**src/rtl/mem_access_pkg.sv**
```systemverilog
// Shared types and lane helpers for the MEM-stage load/store controller.
// Lanes are little-endian: byte 0 lives in bits [7:0].
package mem_access_pkg;

    typedef enum logic [2:0] {
        ST_IDLE,
        ST_LOAD,
        ST_RMW_RD,
        ST_WRITE,
        ST_RESP
    } state_t;

    localparam logic [1:0] SZ_BYTE = 2'b00;
    localparam logic [1:0] SZ_HALF = 2'b01;
    localparam logic [1:0] SZ_WORD = 2'b10;

    function automatic logic [31:0] lane_extract(input logic [31:0] word,
                                                 input logic [1:0]  addr_lo,
                                                 input logic [1:0]  size,
                                                 input logic        sgn);
        logic [7:0]  b;
        logic [15:0] h;
        logic [31:0] r;
        b = word[{addr_lo, 3'b000} +: 8];
        h = addr_lo[1] ? word[31:16] : word[15:0];
        case (size)
            SZ_BYTE: r = sgn ? {{24{b[7]}}, b} : {24'b0, b};
            SZ_HALF: r = sgn ? {{16{h[15]}}, h} : {16'b0, h};
            default: r = word;
        endcase
        return r;
    endfunction

    function automatic logic [31:0] lane_merge(input logic [31:0] word,
                                               input logic [31:0] wdata,
                                               input logic [1:0]  addr_lo,
                                               input logic [1:0]  size);
        logic [31:0] r;
        r = word;
        case (size)
            SZ_BYTE: r[{addr_lo, 3'b000} +: 8] = wdata[7:0];
            SZ_HALF: begin
                if (addr_lo[1]) r[31:16] = wdata[15:0];
                else            r[15:0]  = wdata[15:0];
            end
            default: r = wdata;
        endcase
        return r;
    endfunction

endpackage

```
**src/rtl/mem_access_unit.sv**
```systemverilog
// Load/store controller between the core and a word-addressed data memory.
// Sub-word stores are read-modify-write; outputs are decoded from state and latched request.
module mem_access_unit
    import mem_access_pkg::*;
#(
    parameter int DEPTH = 256,
    parameter int AW    = 32
) (
    input  logic          clk,
    input  logic          reset,
    input  logic          req_valid,
    output logic          req_ready,
    input  logic          req_we,
    input  logic [1:0]    req_size,
    input  logic          req_signed,
    input  logic [AW-1:0] req_addr,
    input  logic [31:0]   req_wdata,
    output logic          resp_valid,
    input  logic          resp_ready,
    output logic [31:0]   resp_rdata,
    output logic          resp_err,
    output logic          busy,
    output logic [31:0]   mem_addr,
    output logic          mem_read,
    output logic          mem_write,
    output logic [31:0]   mem_wdata,
    input  logic [31:0]   mem_rdata
);

    state_t        r_state;
    state_t        w_next;
    logic          r_we;
    logic [1:0]    r_size;
    logic          r_signed;
    logic [AW-1:0] r_addr;
    logic [31:0]   r_wdata;
    logic          r_err;
    logic [31:0]   r_merge;
    logic [31:0]   r_rdata;

    logic          w_accept;
    logic          w_err;
    logic [AW-1:0] w_req_idx;

    assign w_accept  = (r_state == ST_IDLE) && req_valid;
    assign w_req_idx = {2'b00, req_addr[AW-1:2]};

    always_comb begin
        w_err = 1'b0;
        case (req_size)
            SZ_BYTE: w_err = 1'b0;
            SZ_HALF: w_err = req_addr[0];
            SZ_WORD: w_err = |req_addr[1:0];
            default: w_err = 1'b1;
        endcase
        if (w_req_idx >= AW'(DEPTH)) w_err = 1'b1;
    end

    always_ff @(posedge clk or posedge reset) begin
        if (reset) r_state <= ST_IDLE;
        else       r_state <= w_next;
    end

    always_comb begin
        w_next = r_state;
        case (r_state)
            ST_IDLE: begin
                if (req_valid) begin
                    if (w_err)                   w_next = ST_RESP;
                    else if (!req_we)            w_next = ST_LOAD;
                    else if (req_size == SZ_WORD) w_next = ST_WRITE;
                    else                         w_next = ST_RMW_RD;
                end
            end
            ST_LOAD:   w_next = ST_RESP;
            ST_RMW_RD: w_next = ST_WRITE;
            ST_WRITE:  w_next = ST_RESP;
            ST_RESP:   if (resp_ready) w_next = ST_IDLE;
            default:   w_next = ST_IDLE;
        endcase
    end

    // Request fields are frozen at accept so mem_addr holds for the whole transaction.
    always_ff @(posedge clk or posedge reset) begin
        if (reset) begin
            r_we     <= 1'b0;
            r_size   <= 2'b00;
            r_signed <= 1'b0;
            r_addr   <= '0;
            r_wdata  <= '0;
            r_err    <= 1'b0;
            r_merge  <= '0;
            r_rdata  <= '0;
        end else begin
            if (w_accept) begin
                r_we     <= req_we;
                r_size   <= req_size;
                r_signed <= req_signed;
                r_addr   <= req_addr;
                r_wdata  <= req_wdata;
                r_err    <= w_err;
                r_rdata  <= '0;
            end
            if (r_state == ST_LOAD)
                r_rdata <= lane_extract(mem_rdata, r_addr[1:0], r_size, r_signed);
            if (r_state == ST_RMW_RD)
                r_merge <= mem_rdata;
        end
    end

    always_comb begin
        req_ready  = (r_state == ST_IDLE);
        busy       = (r_state != ST_IDLE);
        resp_valid = (r_state == ST_RESP);
        resp_err   = (r_state == ST_RESP) && r_err;
        resp_rdata = (r_state == ST_RESP) ? r_rdata : 32'h0;
        mem_read   = (r_state == ST_LOAD) || (r_state == ST_RMW_RD);
        mem_write  = (r_state == ST_WRITE);
        mem_addr   = 32'(r_addr[AW-1:2]);
        mem_wdata  = 32'h0;
        if (r_state == ST_WRITE) begin
            if (r_we && (r_size == SZ_WORD)) mem_wdata = r_wdata;
            else mem_wdata = lane_merge(r_merge, r_wdata, r_addr[1:0], r_size);
        end
    end

endmodule

```
**config.mk**
```make
export PLATFORM = sky130hd
export DESIGN_NAME = mem_access_unit
export DESIGN_NICKNAME = d
export VERILOG_FILES = /design/src/rtl/mem_access_pkg.sv /design/src/rtl/mem_access_unit.sv
export SDC_FILE = /design/constraint.sdc
export NUM_CORES = 1
export LEC_CHECK = 0
export CORE_MARGIN = 2
export CORE_UTILIZATION = 51
export CTS_BUF_LIST = sky130_fd_sc_hd__clkbuf_8
export DETAILED_ROUTE_END_ITERATION = 16
export HOLD_SLACK_MARGIN = 0.08
export PLACE_DENSITY = 0.95
export SYNTH_ARGS = -nofsm -noshare
export SYNTH_HDL_FRONTEND = slang
export SYNTH_SLANG_ARGS = --single-unit
```
**constraint.sdc**
```tcl
create_clock -name clk -period 4.82 [get_ports clk]
set_clock_uncertainty 0.15 [all_clocks]
set_input_delay 0.723 -clock clk [delete_from_list [all_inputs] [get_ports clk]]
set_output_delay 0.723 -clock clk [all_outputs]
set_load 0.02 [all_outputs]
```
Word-level counts from Yosys, hierarchy flattened
Index checks and enable logic that the tools add are counted.

Flip-flop bits (word level): 136. Bits in latches: 0. Bits in writable memories: 0. Memory bits (read-only): 0. Output and inout bits: 102. Logic and storage cells: 57. Memories kept: 0.

$add $sub $neg: 1. $mul: 0. Divide/modulo/power cells: 0. $lt $le $gt $ge: 1. Eq/ne operators: 10. Shift operators: 3. Muxes and demuxes: 21. Bitwise gates (word level): 0. Reductions and logical operators: 12.

Operator list (number): two-way mux 32 bit (7); case mux 32 bit (2 select lines) (2); two-way mux 16 bit (3); bitwise mux 32 bit (1); variable shift 8 x 7 -> 32 bit, first input constant (1); indexed part select 32 x 6 -> 8 bit (1); indexed part select 8 x 7 -> 32 bit (1); >= comparator 30 x 9 -> 1 bit, second input constant (1); case mux 3 bit (4 select lines) (1); two-way mux 3 bit (3); negation 5 -> 7 bit (1); == test 3 x 2 -> 1 bit, second input constant (2); == test 2 x 1 -> 1 bit, second input constant (2); == test 2 bit, second input constant (2); logical NOT 2 bit (2); OR reduction 2 bit (2); == test 3 x 1 -> 1 bit, second input constant (1); == test 3 bit, second input constant (1); logical AND 1 bit (3); logical NOT 3 bit (1); case mux 1 bit (3 select lines) (1); nonzero test 3 bit (1); two-way mux 1 bit (2); two-way mux 2 bit (1); 5 further kinds (5).

Logic depth before layout (Yosys ltp)
Word-level depth: 6. Depth in mapped cells: 10. Gate-level depth less buffers: 6.

Least setup slack after synthesis
OpenSTA, ideal clock, no wires.

Path type: reg-to-output. Start: reg r_addr[1]. End: out mem_wdata[24]. Arrival: 2.547 ns. Data required time: 3.947 ns. Slack: 1.400 ns. Cell stages (with the launch flop): 11. Path buffers: 4. Cells stage by stage: dfrtp_1 > buf_2 > buf_2 > inv_1 > clkbuf_1 > ha_1 > nor4bb_1 > buf_2 > a221oi_1 > a211o_1 > a21oi_1.

Cells in the longest elaborated chain, start to end: 6. Elaborated cells between the ends (all ways): 8.

RTL lines: from (decl) (line mem_access_unit.sv:35) `logic [AW-1:0] r_addr;`; from (signal assigned) (line mem_access_unit.sv:99) `r_addr <= req_addr;`; negation 5 -> 7 bit (line mem_access_pkg.sv:41) `SZ_BYTE: r[{addr_lo, 3'b000} +: 8] = wdata[7:0];`; indexed part select 8 x 7 -> 32 bit or variable shift 8 x 7 -> 32 bit (tied branches) (line mem_access_pkg.sv:41); bitwise mux 32 bit (line mem_access_pkg.sv:41); case mux 32 bit (2 select lines) * (line mem_access_pkg.sv:40) `case (size)`; two-way mux 32 bit * (line mem_access_unit.sv:122) `if (r_we && (r_size == SZ_WORD)) mem_wdata = r_wdata;`; two-way mux 32 bit * (line mem_access_unit.sv:121) `if (r_state == ST_WRITE) begin`; to (decl) (line mem_access_unit.sv:26) `output logic [31:0] mem_wdata,`.

Every way passes the cells marked *; elsewhere a longest branch is shown, timed or not.

Worst setup path after layout
Start: reg r_addr[1]. End: out mem_wdata[31].

Same word-level chain as after synthesis.

==> flow_summary.ini <==
[floorplanning]
placement_rows = 44
core_sq_mm = 0.0146
die_y_um = 127
initial_core_util = 0.526
ios = 206
die_w_um = 127
fp.dieArea_sq_mm = 0.0161

[finish]
multi_input_area_sq_mm = 0.00370
final_layout_size_suffix_gt1_frac = 0.0993
final_common_cell = nand2_1
layout_common_cells = 236 x nand2_1, 203 x clkdlybuf4s50_1, 132 x dfrtp_1, 50 x a21oi_1, 39 x mux2_2
syn_to_final_growth_pct = 28.9
n_antenna_cell = 0
final_nets = 1093
fill_cells = 1091
seq_area_sq_mm = 0.00338
final_cells = 1181

[drt]
drt_iter0_markers = 814
wirelength_um = 22900
firstDrtPassIters = 6
wl_per_cell_um = 19.4
drt_drc_violations_left = 0
viasPerCell = 5.96
vias = 7041
ant_nets = 0

[sta]
min_period_ns = 4.36
hold_violations = 0
worst_pin_slew_ns = 0.954
setup_viol = 0
drv_slew = 0
fin_setup_tns_ns = 0
relSlewSlack = 0.364
rsz0062_at_grt = false
period_share = 0.904
max_freq_ghz = 0.230

[power]
p_sw_mw = 1.14
power.density_mw_per_mm2 = 334
leakagePower_nw = 4.56
power.internal_mw = 2.18
comb_power_share = 0.277
vdd_drop_max_mv = 0.307
pwr-share-clk = 0.295
switching_share = 0.344
p_seq_frac = 0.428

[clocking]
cts_setup_buffers = 0
cts_sinks = 135
cts_tree = yes
htree_levels = 4
cts-root-buf = clkbuf_8
path_clk_slew_ns = 0.08
numCtsBuffers = 17
clk_latency_ns = 0.45
postCtsHoldBufs = 0
cts_buffer_depth = 2
cts_resized = 0

[logic_synthesis]
synth_cell_types = 50
synth_ff_type = dfrtp_1
synth_edf_count = 0
synth_area_sq_mm = 0.00771
synth.avg_cell_area_sq_um = 9.07
netlist_instances = 850
async_flop_share = 1.00
ys_seq_area_frac = 0.438
ys_ff_latch = 135
yosysWarnings = 0

[worst_setup_path]
critPathSlowestCell = clkdlybuf4s50_1
cp_data_arrival_time_ns = 3.48
cp_data_required_time_ns = 3.95
cp_cell_sequence = buf_4, ha_1, nor4bb_1, buf_4, a221oi_1, a211o_1, a21oi_1, clkdlybuf4s50_1
path_class = register to primary output
cp-end-kind = primary output
critPathLaunchType = register
critical_path_peak_fanout = 43
critPathMaxStageDelay_ns = 0.67
cp_common_cell = buf_4

[global_routing]
grt_pass1_wl_um = 36400
grt_pass1_vias = 6761
antenna_found_initial = 0
grt_max_degree = 75
grt-ovfl-total = 0
grt_usage = 0.287

[run]
cap_violations = 0

[placed_design]
dp_hpwl_um = 16300
portBuffers = 203
routabilityCongestion = 0.892
place_inst = 1149

[outcome]
status = completed

[worst_hold_path]
hp-class = register to register
## worst max-delay path, delay by kind of cell (launching register included)
| family | cells | cell delay, ns |
|---|---|---|
| AO/OA/AOI/OAI | 3 | 0.55 |
| AND/OR/NAND/NOR | 1 | 0.34 |
| adder cells (fa/ha/maj) | 1 | 0.26 |
| buffers and inverters | 3 | 1.40 |
| flip-flops | 1 | 0.48 |
## power groups by stage
stage	clock network [mW]	registers [mW]	logic, mW
after floorplan	0	1.34	0.713
after global placement	0	1.43	0.884
after detailed placement	0	1.43	0.910
after CTS	0.989	1.41	0.914
after global routing	1.04	1.43	1.00
final	0.979	1.42	0.920
## per-layer routing
layer	wire (um)	vias up	global-route usage	share of wire
li1	-	3229	-	-
met3	2510	61	0.0827	0.11
met5	0	-	0	0
met4	730	0	0.108	0.032
met1	9450	3314	0.395	0.41
met2	10200	437	0.434	0.45
## state kept, by name, summed over array words and instances, names as in the netlist
signal / cells
r_wdata: 32
r_signed: 1
r_merge: 32
r_state: 3
r_err: 1
r_rdata: 32
r_addr: 32
r_size: 2
## path summary, 6_finish.rpt
check	start	end	slack, ns	cells past startpoint
setup / recovery	r_addr[1]	mem_wdata[31]	0.46	8
hold / removal	r_addr[2]	r_addr[2]	0.33	2
setup reg to reg	r_size[0]	r_rdata[14]	2.03	5
hold reg to reg	r_addr[2]	r_addr[2]	0.33	2
max in group asynchronous	reset	r_rdata[22]	2.84	3
min in group asynchronous	reset	r_err	0.66	2
## stage by stage
| step | total power, mW | worst slack (ns) | util | cell area [sq um] | hold slack (ns) |
|---|---|---|---|---|---|
| 5_1_grt | 3.48 | 0.206 | 0.678 | 9930 | 0.347 |
| 6_report | 3.32 | 0.463 | 0.678 | 9930 | 0.328 |
| 4_1_cts | 3.31 | 0.475 | 0.678 | 9930 | 0.332 |
| 2_1_floorplan | 2.05 | 0.336 | - | 7710 | 0.292 |
| 3_3_place_gp | 2.31 | 1.07 | 0.651 | 9530 | 0.307 |
| 3_5_place_dp | 2.34 | 0.998 | 0.651 | 9530 | 0.312 |
## cells in the mapped netlist (2+ instances only)
cell type | n | area share
a31o_2 | 2 | 0.0023
a221oi_1 | 23 | 0.026
or3_1 | 2 | 0.0016
mux2i_1 | 16 | 0.021
mux2_1 | 2 | 0.0029
nor4_1 | 5 | 0.0041
mux2_2 | 39 | 0.057
and3_1 | 33 | 0.027
o22ai_1 | 8 | 0.0065
o21ai_0 | 13 | 0.0084
or2_2 | 2 | 0.0016
nor2_1 | 13 | 0.0063
a221o_1 | 16 | 0.021
buf_4 | 34 | 0.033
nand2_1 | 236 | 0.11
buf_2 | 27 | 0.018
ha_1 | 5 | 0.0081
a32oi_1 | 2 | 0.0023
a32o_1 | 15 | 0.019
o21bai_1 | 8 | 0.0078
nor3_1 | 3 | 0.0019
dfrtp_1 | 135 | 0.44
nor2b_1 | 11 | 0.0089
clkbuf_1 | 40 | 0.019
a21oi_1 | 50 | 0.032
and2_1 | 2 | 0.0016
inv_1 | 18 | 0.0088
a22oi_1 | 8 | 0.0078
a31oi_1 | 2 | 0.0016
a22o_1 | 16 | 0.018
nand2b_1 | 11 | 0.0089
o41ai_1 | 8 | 0.0091
buf_6 | 2 | 0.0029
a211o_1 | 16 | 0.018
a21o_1 | 9 | 0.0088
o21ai_1 | 2 | 0.0013
nor4bb_1 | 3 | 0.0039
## area by class of cell
| type | instances | area share |
|---|---|---|
| Timing Repair Buffer | 218 | 0.216 |
| Multi-Input combinational cell | 594 | 0.372 |
| Inverter | 18 | 0.00705 |
| Clock inverter | 14 | 0.0161 |
| Tap cell | 184 | 0.0232 |
| Clock buffer | 18 | 0.0249 |
| Sequential cell | 135 | 0.340 |
## cells by family after synthesis
kind of cell               Yosys count  share of synthesized area
other                                1                   0.000487
adders and majority gates            5                    0.00812
AOI/OAI and AO/OA                  201                      0.196
DFF                                135                      0.438
buffers and inverters              122                     0.0823
muxes                               57                     0.0807
and+or+nand+nor                    329                      0.194
Power figures use the tool's default switching activity.
